File: src/rtl/code_verifier.sv
// Code verifier: snapshots eight BCD digits on a check event and compares them
// against a secret code in fixed time, driving unlock / error / lockout status.
module code_verifier #(
  parameter logic [31:0] CODE           = 32'h00000000,
  parameter int          MAX_ATTEMPTS   = 3,
  parameter int          LOCKOUT_CYCLES = 1000
) (
  input  logic       clk,
  input  logic       rst,
  input  logic       check_req,
  input  logic       relock,
  input  logic [2:0] state,
  input  logic [2:0] state_need,
  input  logic [3:0] digit1,
  input  logic [3:0] digit2,
  input  logic [3:0] digit3,
  input  logic [3:0] digit4,
  input  logic [3:0] digit5,
  input  logic [3:0] digit6,
  input  logic [3:0] digit7,
  input  logic [3:0] digit8,
  output logic       busy,
  output logic       unlocked,
  output logic       error,
  output logic       locked_out,
  output logic [3:0] attempts_left
);

  localparam int              LCW       = (LOCKOUT_CYCLES > 1) ? $clog2(LOCKOUT_CYCLES) : 1;
  localparam logic [3:0]      ATT_INIT  = 4'(MAX_ATTEMPTS);
  localparam logic [LCW-1:0]  LOCK_LOAD = LCW'(LOCKOUT_CYCLES - 1);
  localparam logic [3:0]      IDX_LAST  = 4'd8;

  typedef enum logic [1:0] {
    IDLE,
    COMPARE,
    UNLOCKED,
    LOCKOUT
  } fsm_t;

  fsm_t           fsm_reg, fsm_next;
  logic [3:0]     idx_reg, idx_next;
  logic           mismatch_reg, mismatch_next;
  logic [LCW-1:0] lock_cnt_reg, lock_cnt_next;
  logic [3:0]     attempts_reg, attempts_next;
  logic           error_reg, error_next;
  logic           check_d_reg;
  logic [3:0]     snap_reg [8];

  logic [3:0]     digit_in [8];
  logic [3:0]     code_nib [8];
  logic           check_event;
  logic           accept;
  logic           last_attempt;
  logic [3:0]     cur_digit;
  logic [3:0]     cur_code;
  logic           cur_bad;

  assign digit_in[0] = digit1;
  assign digit_in[1] = digit2;
  assign digit_in[2] = digit3;
  assign digit_in[3] = digit4;
  assign digit_in[4] = digit5;
  assign digit_in[5] = digit6;
  assign digit_in[6] = digit7;
  assign digit_in[7] = digit8;

  // digit1 pairs with the most significant nibble of CODE
  genvar gi;
  generate
    for (gi = 0; gi < 8; gi++) begin : g_code_nib
      assign code_nib[gi] = CODE[31-4*gi -: 4];
    end
  endgenerate

  assign check_event  = check_req & ~check_d_reg;
  assign accept       = (fsm_reg == IDLE) && check_event && (state == state_need) && !relock;
  assign last_attempt = (attempts_reg <= 4'd1);

  // Non-BCD digits are rejected even when the code nibble holds the same value
  assign cur_digit = snap_reg[idx_reg[2:0]];
  assign cur_code  = code_nib[idx_reg[2:0]];
  assign cur_bad   = (cur_digit != cur_code) || (cur_digit > 4'd9);

  // State and datapath registers
  always_ff @(posedge clk) begin
    if (rst) begin
      fsm_reg      <= IDLE;
      idx_reg      <= '0;
      mismatch_reg <= 1'b0;
      lock_cnt_reg <= '0;
      attempts_reg <= ATT_INIT;
      error_reg    <= 1'b0;
      check_d_reg  <= 1'b0;
      for (int i = 0; i < 8; i++) begin
        snap_reg[i] <= '0;
      end
    end else begin
      fsm_reg      <= fsm_next;
      idx_reg      <= idx_next;
      mismatch_reg <= mismatch_next;
      lock_cnt_reg <= lock_cnt_next;
      attempts_reg <= attempts_next;
      error_reg    <= error_next;
      check_d_reg  <= check_req;
      if (accept) begin
        for (int i = 0; i < 8; i++) begin
          snap_reg[i] <= digit_in[i];
        end
      end
    end
  end

  // Next-state logic
  always_comb begin
    fsm_next = fsm_reg;
    unique case (fsm_reg)
      IDLE: begin
        if (accept) begin
          fsm_next = COMPARE;
        end
      end
      COMPARE: begin
        if (idx_reg == IDX_LAST) begin
          if (!mismatch_reg) begin
            fsm_next = UNLOCKED;
          end else if (last_attempt) begin
            fsm_next = LOCKOUT;
          end else begin
            fsm_next = IDLE;
          end
        end
      end
      UNLOCKED: begin
        if (relock) begin
          fsm_next = IDLE;
        end
      end
      LOCKOUT: begin
        if (lock_cnt_reg == '0) begin
          fsm_next = IDLE;
        end
      end
      default: fsm_next = IDLE;
    endcase
  end

  // Datapath and output logic; the compare always walks all eight digits
  always_comb begin
    idx_next      = idx_reg;
    mismatch_next = mismatch_reg;
    lock_cnt_next = lock_cnt_reg;
    attempts_next = attempts_reg;
    error_next    = 1'b0;
    unique case (fsm_reg)
      IDLE: begin
        if (accept) begin
          idx_next      = '0;
          mismatch_next = 1'b0;
        end
      end
      COMPARE: begin
        if (idx_reg != IDX_LAST) begin
          mismatch_next = mismatch_reg | cur_bad;
          idx_next      = idx_reg + 4'd1;
        end else if (mismatch_reg) begin
          error_next = 1'b1;
          if (last_attempt) begin
            attempts_next = 4'd0;
            lock_cnt_next = LOCK_LOAD;
          end else begin
            attempts_next = attempts_reg - 4'd1;
          end
        end else begin
          attempts_next = ATT_INIT;
        end
      end
      UNLOCKED: begin
      end
      LOCKOUT: begin
        if (lock_cnt_reg == '0) begin
          attempts_next = ATT_INIT;
        end else begin
          lock_cnt_next = lock_cnt_reg - 1'b1;
        end
      end
      default: begin
      end
    endcase
  end

  assign busy          = (fsm_reg == COMPARE);
  assign unlocked      = (fsm_reg == UNLOCKED);
  assign locked_out    = (fsm_reg == LOCKOUT);
  assign error         = error_reg;
  assign attempts_left = attempts_reg;

endmodule

File: config.mk
export PLATFORM = sky130hd
export DESIGN_NAME = code_verifier
export DESIGN_NICKNAME = d
export VERILOG_FILES = /design/src/rtl/code_verifier.sv
export SDC_FILE = /design/constraint.sdc
export NUM_CORES = 1
export LEC_CHECK = 0
export BUFFER_PORTS_ARGS = -buffer_cell sky130_fd_sc_hd__buf_2
export CORE_ASPECT_RATIO = 1.2
export CORE_MARGIN = 2
export CORE_UTILIZATION = 35
export DETAILED_ROUTE_END_ITERATION = 10
export GPL_TIMING_DRIVEN = 0
export HOLD_SLACK_MARGIN = 0.08
export PLACE_DENSITY = 0.56
export SKIP_CTS_REPAIR_TIMING = 1
export SYNTH_ARGS = -nofsm -noshare
export SYNTH_HDL_FRONTEND = slang
export SYNTH_SLANG_ARGS = --single-unit
File: constraint.sdc
create_clock -name clk -period 2.4 [get_ports clk]
set_clock_uncertainty 0.1 [all_clocks]
set_input_delay 0.6 -clock clk [delete_from_list [all_inputs] [get_ports clk]]
set_output_delay 0.6 -clock clk [all_outputs]
set_load 0.05 [all_outputs]
==> metrics.txt <==
Critical Path Start Type input port; wire length of the first global-routing pass 8520 um; fill cell total of the finished layout 691; ratio of cells with drive above 1 in the final layout 0.261; distinct cell type count of the synthesized netlist 46; Switching Power 0.459 mW; final worst path period need 2130 ps; sw frac 0.222; Hold Crit Class reg -> reg; # nets final 346; drt pass-1 iters 4; most frequent standard cell in the layout excluding fill and tap cells sky130_fd_sc_hd__buf_2; GRT Residual Overflow 0; power share of the sequential group 0.526; gate count of the mapped netlist 238; run status finished, final reports clean; via count of the first global-routing pass 1877; category of the most critical setup path in -> reg; Die Outline Area 8170 um2; Int Power 1.60 mW; Die H 98.6 um; Max-Cap Viols 0; relative slew slack 0.644; Syn Std Cell Area 2610 um2; remaining antenna violation count after routing 0; Sinks on Clock Net 58; Comb pwr share 0.048; number of antenna repair diodes 0; number of nets produced by synthesis 286; number of CTS-inserted buffers 9; clk_lat worst skew 330 ps; number of design-rule violations left by the first detailed-router iteration 71; Vias per Instance 4.87; initial cell density of the core 0.361; Least-Margin Pin Slew 533 ps; number of synthesized flops with an enable pin 32; count of H-tree levels built during CTS 3; required time at the endpoint of the critical path 2340 ps; port bufs 48; mean cell area of the mapped netlist 11.0 um2; Synth-to-Final Area Change 22.3%; power density over the cells 646 nW/um2; Peak supply drop 0.000330 V; warnings from Yosys 0; num ports 50; clock buffer depth 2; clock root cell sky130_fd_sc_hd__clkbuf_8; Static Leakage 1.26 nW; Final Max Slew Viols 0; number of antenna violations at the first check in global routing 0; dpl hpwl 3700 um; fraction of registers with async set or reset after synthesis 0; number of flip-flops under the largest register name 32; share of the yosys chip area belonging to registers 0.567; total detailed-routing wirelength 5000 um; drt drc 0; total design power 2.06 mW; GPL Wtd Cong 0.782; fraction of power consumed by the clock network 0.426; clock-pin transition on the worst setup and hold timing paths 70 ps; number of storage elements in the synthesis netlist 58; commonest cells after routing, fill and taps aside sky130_fd_sc_hd__buf_2, sky130_fd_sc_hd__edfxtp_1, sky130_fd_sc_hd__dfxtp_1, sky130_fd_sc_hd__and2_1, sky130_fd_sc_hd__nor2_1; CP arrival 2070 ps; WL per Instance 12.7 um; core outline area 7230 um2; site row count 34; Total GRT Usage 0.133; Primary FF master, synth sky130_fd_sc_hd__edfxtp_1; pin count of the biggest net entering global routing 20; Setup violations, final 0; Fmax 0.469 GHz; width of the chip 82.9 um; maximum fanout count along the critical path 19; number of failing hold endpoints at the final stage 0; RSZ-0062 raised after global routing no; Period Utilization, post-route 0.889; detailed-route via count 1915; setup TNS after final layout 0 ps; area of all sequential standard cells 1480 um2; CTS tree done; crit end category flip-flop; multi-input gate area in the final layout 1050 um2
[area by class of cell]
type	instances	area share
multi-input cells	160	0.330
inverters	12	0.0141
repair buffers	49	0.0838
clock buffers	10	0.0400
plain buffers	8	0.0118
flip-flops and latches	58	0.464
clock inverters	6	0.0212
well taps	90	0.0353
[synth_stat cells (all sizes together), types with 2 or more instances]
master   n  area share
nor2b   11       0.026
a31oi    4      0.0096
xor2     6       0.020
edfxtp  32        0.37
nor4b    2       0.012
nand2    9       0.013
ha       6       0.029
buf      2      0.0057
nor4     7       0.017
a211oi   6       0.017
dfxtp   26        0.20
and3     3      0.0091
nor3b    2      0.0057
clkbuf   6      0.0086
nand3    5      0.0096
o21ai    3      0.0057
nand4    2      0.0048
nor3    18       0.035
and2    25       0.060
or4      2      0.0072
inv     12       0.017
a21oi   12       0.027
xnor2    3       0.010
nor2    18       0.026
[worst max-delay path, cell delays in order]
cell and delay [ps]:
sky130_fd_sc_hd__buf_2 100, sky130_fd_sc_hd__xor2_1 150, sky130_fd_sc_hd__nor3_1 360, sky130_fd_sc_hd__nand3_1 200, sky130_fd_sc_hd__nand2_2 430, sky130_fd_sc_hd__buf_16 220
[layer usage]
| metal | GRT usage | up-vias | share of wire |
|---|---|---|---|
| met5 | 0 | - | 0 |
| met4 | 0.0605 | 0 | 0.014 |
| met3 | 0.0436 | 6 | 0.052 |
| met2 | 0.222 | 50 | 0.50 |
| met1 | 0.156 | 884 | 0.44 |
| li1 | - | 975 | - |
[stage by stage]
| stage | instances | utilization | hold slack (ps) | instance area [um2] | setup WS, ps |
|---|---|---|---|---|---|
| 6_report | 393 | 0.442 | 403 | 3190 | 267 |
| 2_1_floorplan | 238 | - | 360 | 2610 | 19.2 |
| 5_1_grt | 393 | 0.442 | 417 | 3190 | 111 |
| 3_3_place_gp | 376 | 0.410 | 389 | 2960 | -651 |
| 4_1_cts | 393 | 0.441 | 401 | 3190 | -24.3 |
| 3_5_place_dp | 377 | 0.414 | 389 | 2990 | -371 |
[final timing paths]
| check | from | to | slack [ps] | depth (start not counted) |
|---|---|---|---|---|
| worst max register to register | lock_cnt_reg[4]$_SDFFE_PP0P_ | attempts_left[1]$_SDFFE_PP1P_ | 340 | 6 |
| worst min-delay path | lock_cnt_reg[6]$_SDFFE_PP0P_ | lock_cnt_reg[6]$_SDFFE_PP0P_ | 400 | 1 |
| worst min register to register | lock_cnt_reg[6]$_SDFFE_PP0P_ | lock_cnt_reg[6]$_SDFFE_PP0P_ | 400 | 1 |
| worst max-delay path | state_need[0] | snap_reg[2][0]$_SDFFCE_PN0P_ | 270 | 6 |
[power by group through the flow]
stage / Combinational, mW / Clock [mW] / Sequential (mW)
finish: 0.0981 / 0.880 / 1.09
global route: 0.111 / 0.966 / 1.09
CTS: 0.101 / 0.907 / 1.09
detailed placement: 0.100 / 0 / 1.11
global placement: 0.0924 / 0 / 1.11
floorplan: 0.0471 / 0 / 1.11
[cell families after synthesis]
logic type	count (synthesis)	share of synthesized area
adder cells (fa/ha/maj)	6	0.0287
AND/OR/NAND/NOR	112	0.252
multiplexers	1	0.00383
AO/OA/AOI/OAI	32	0.0867
XOR/XNOR	9	0.0302
buffers and inverters	20	0.0316
flip-flops	58	0.567
Note: power is estimated with default switching activity, not from simulation.
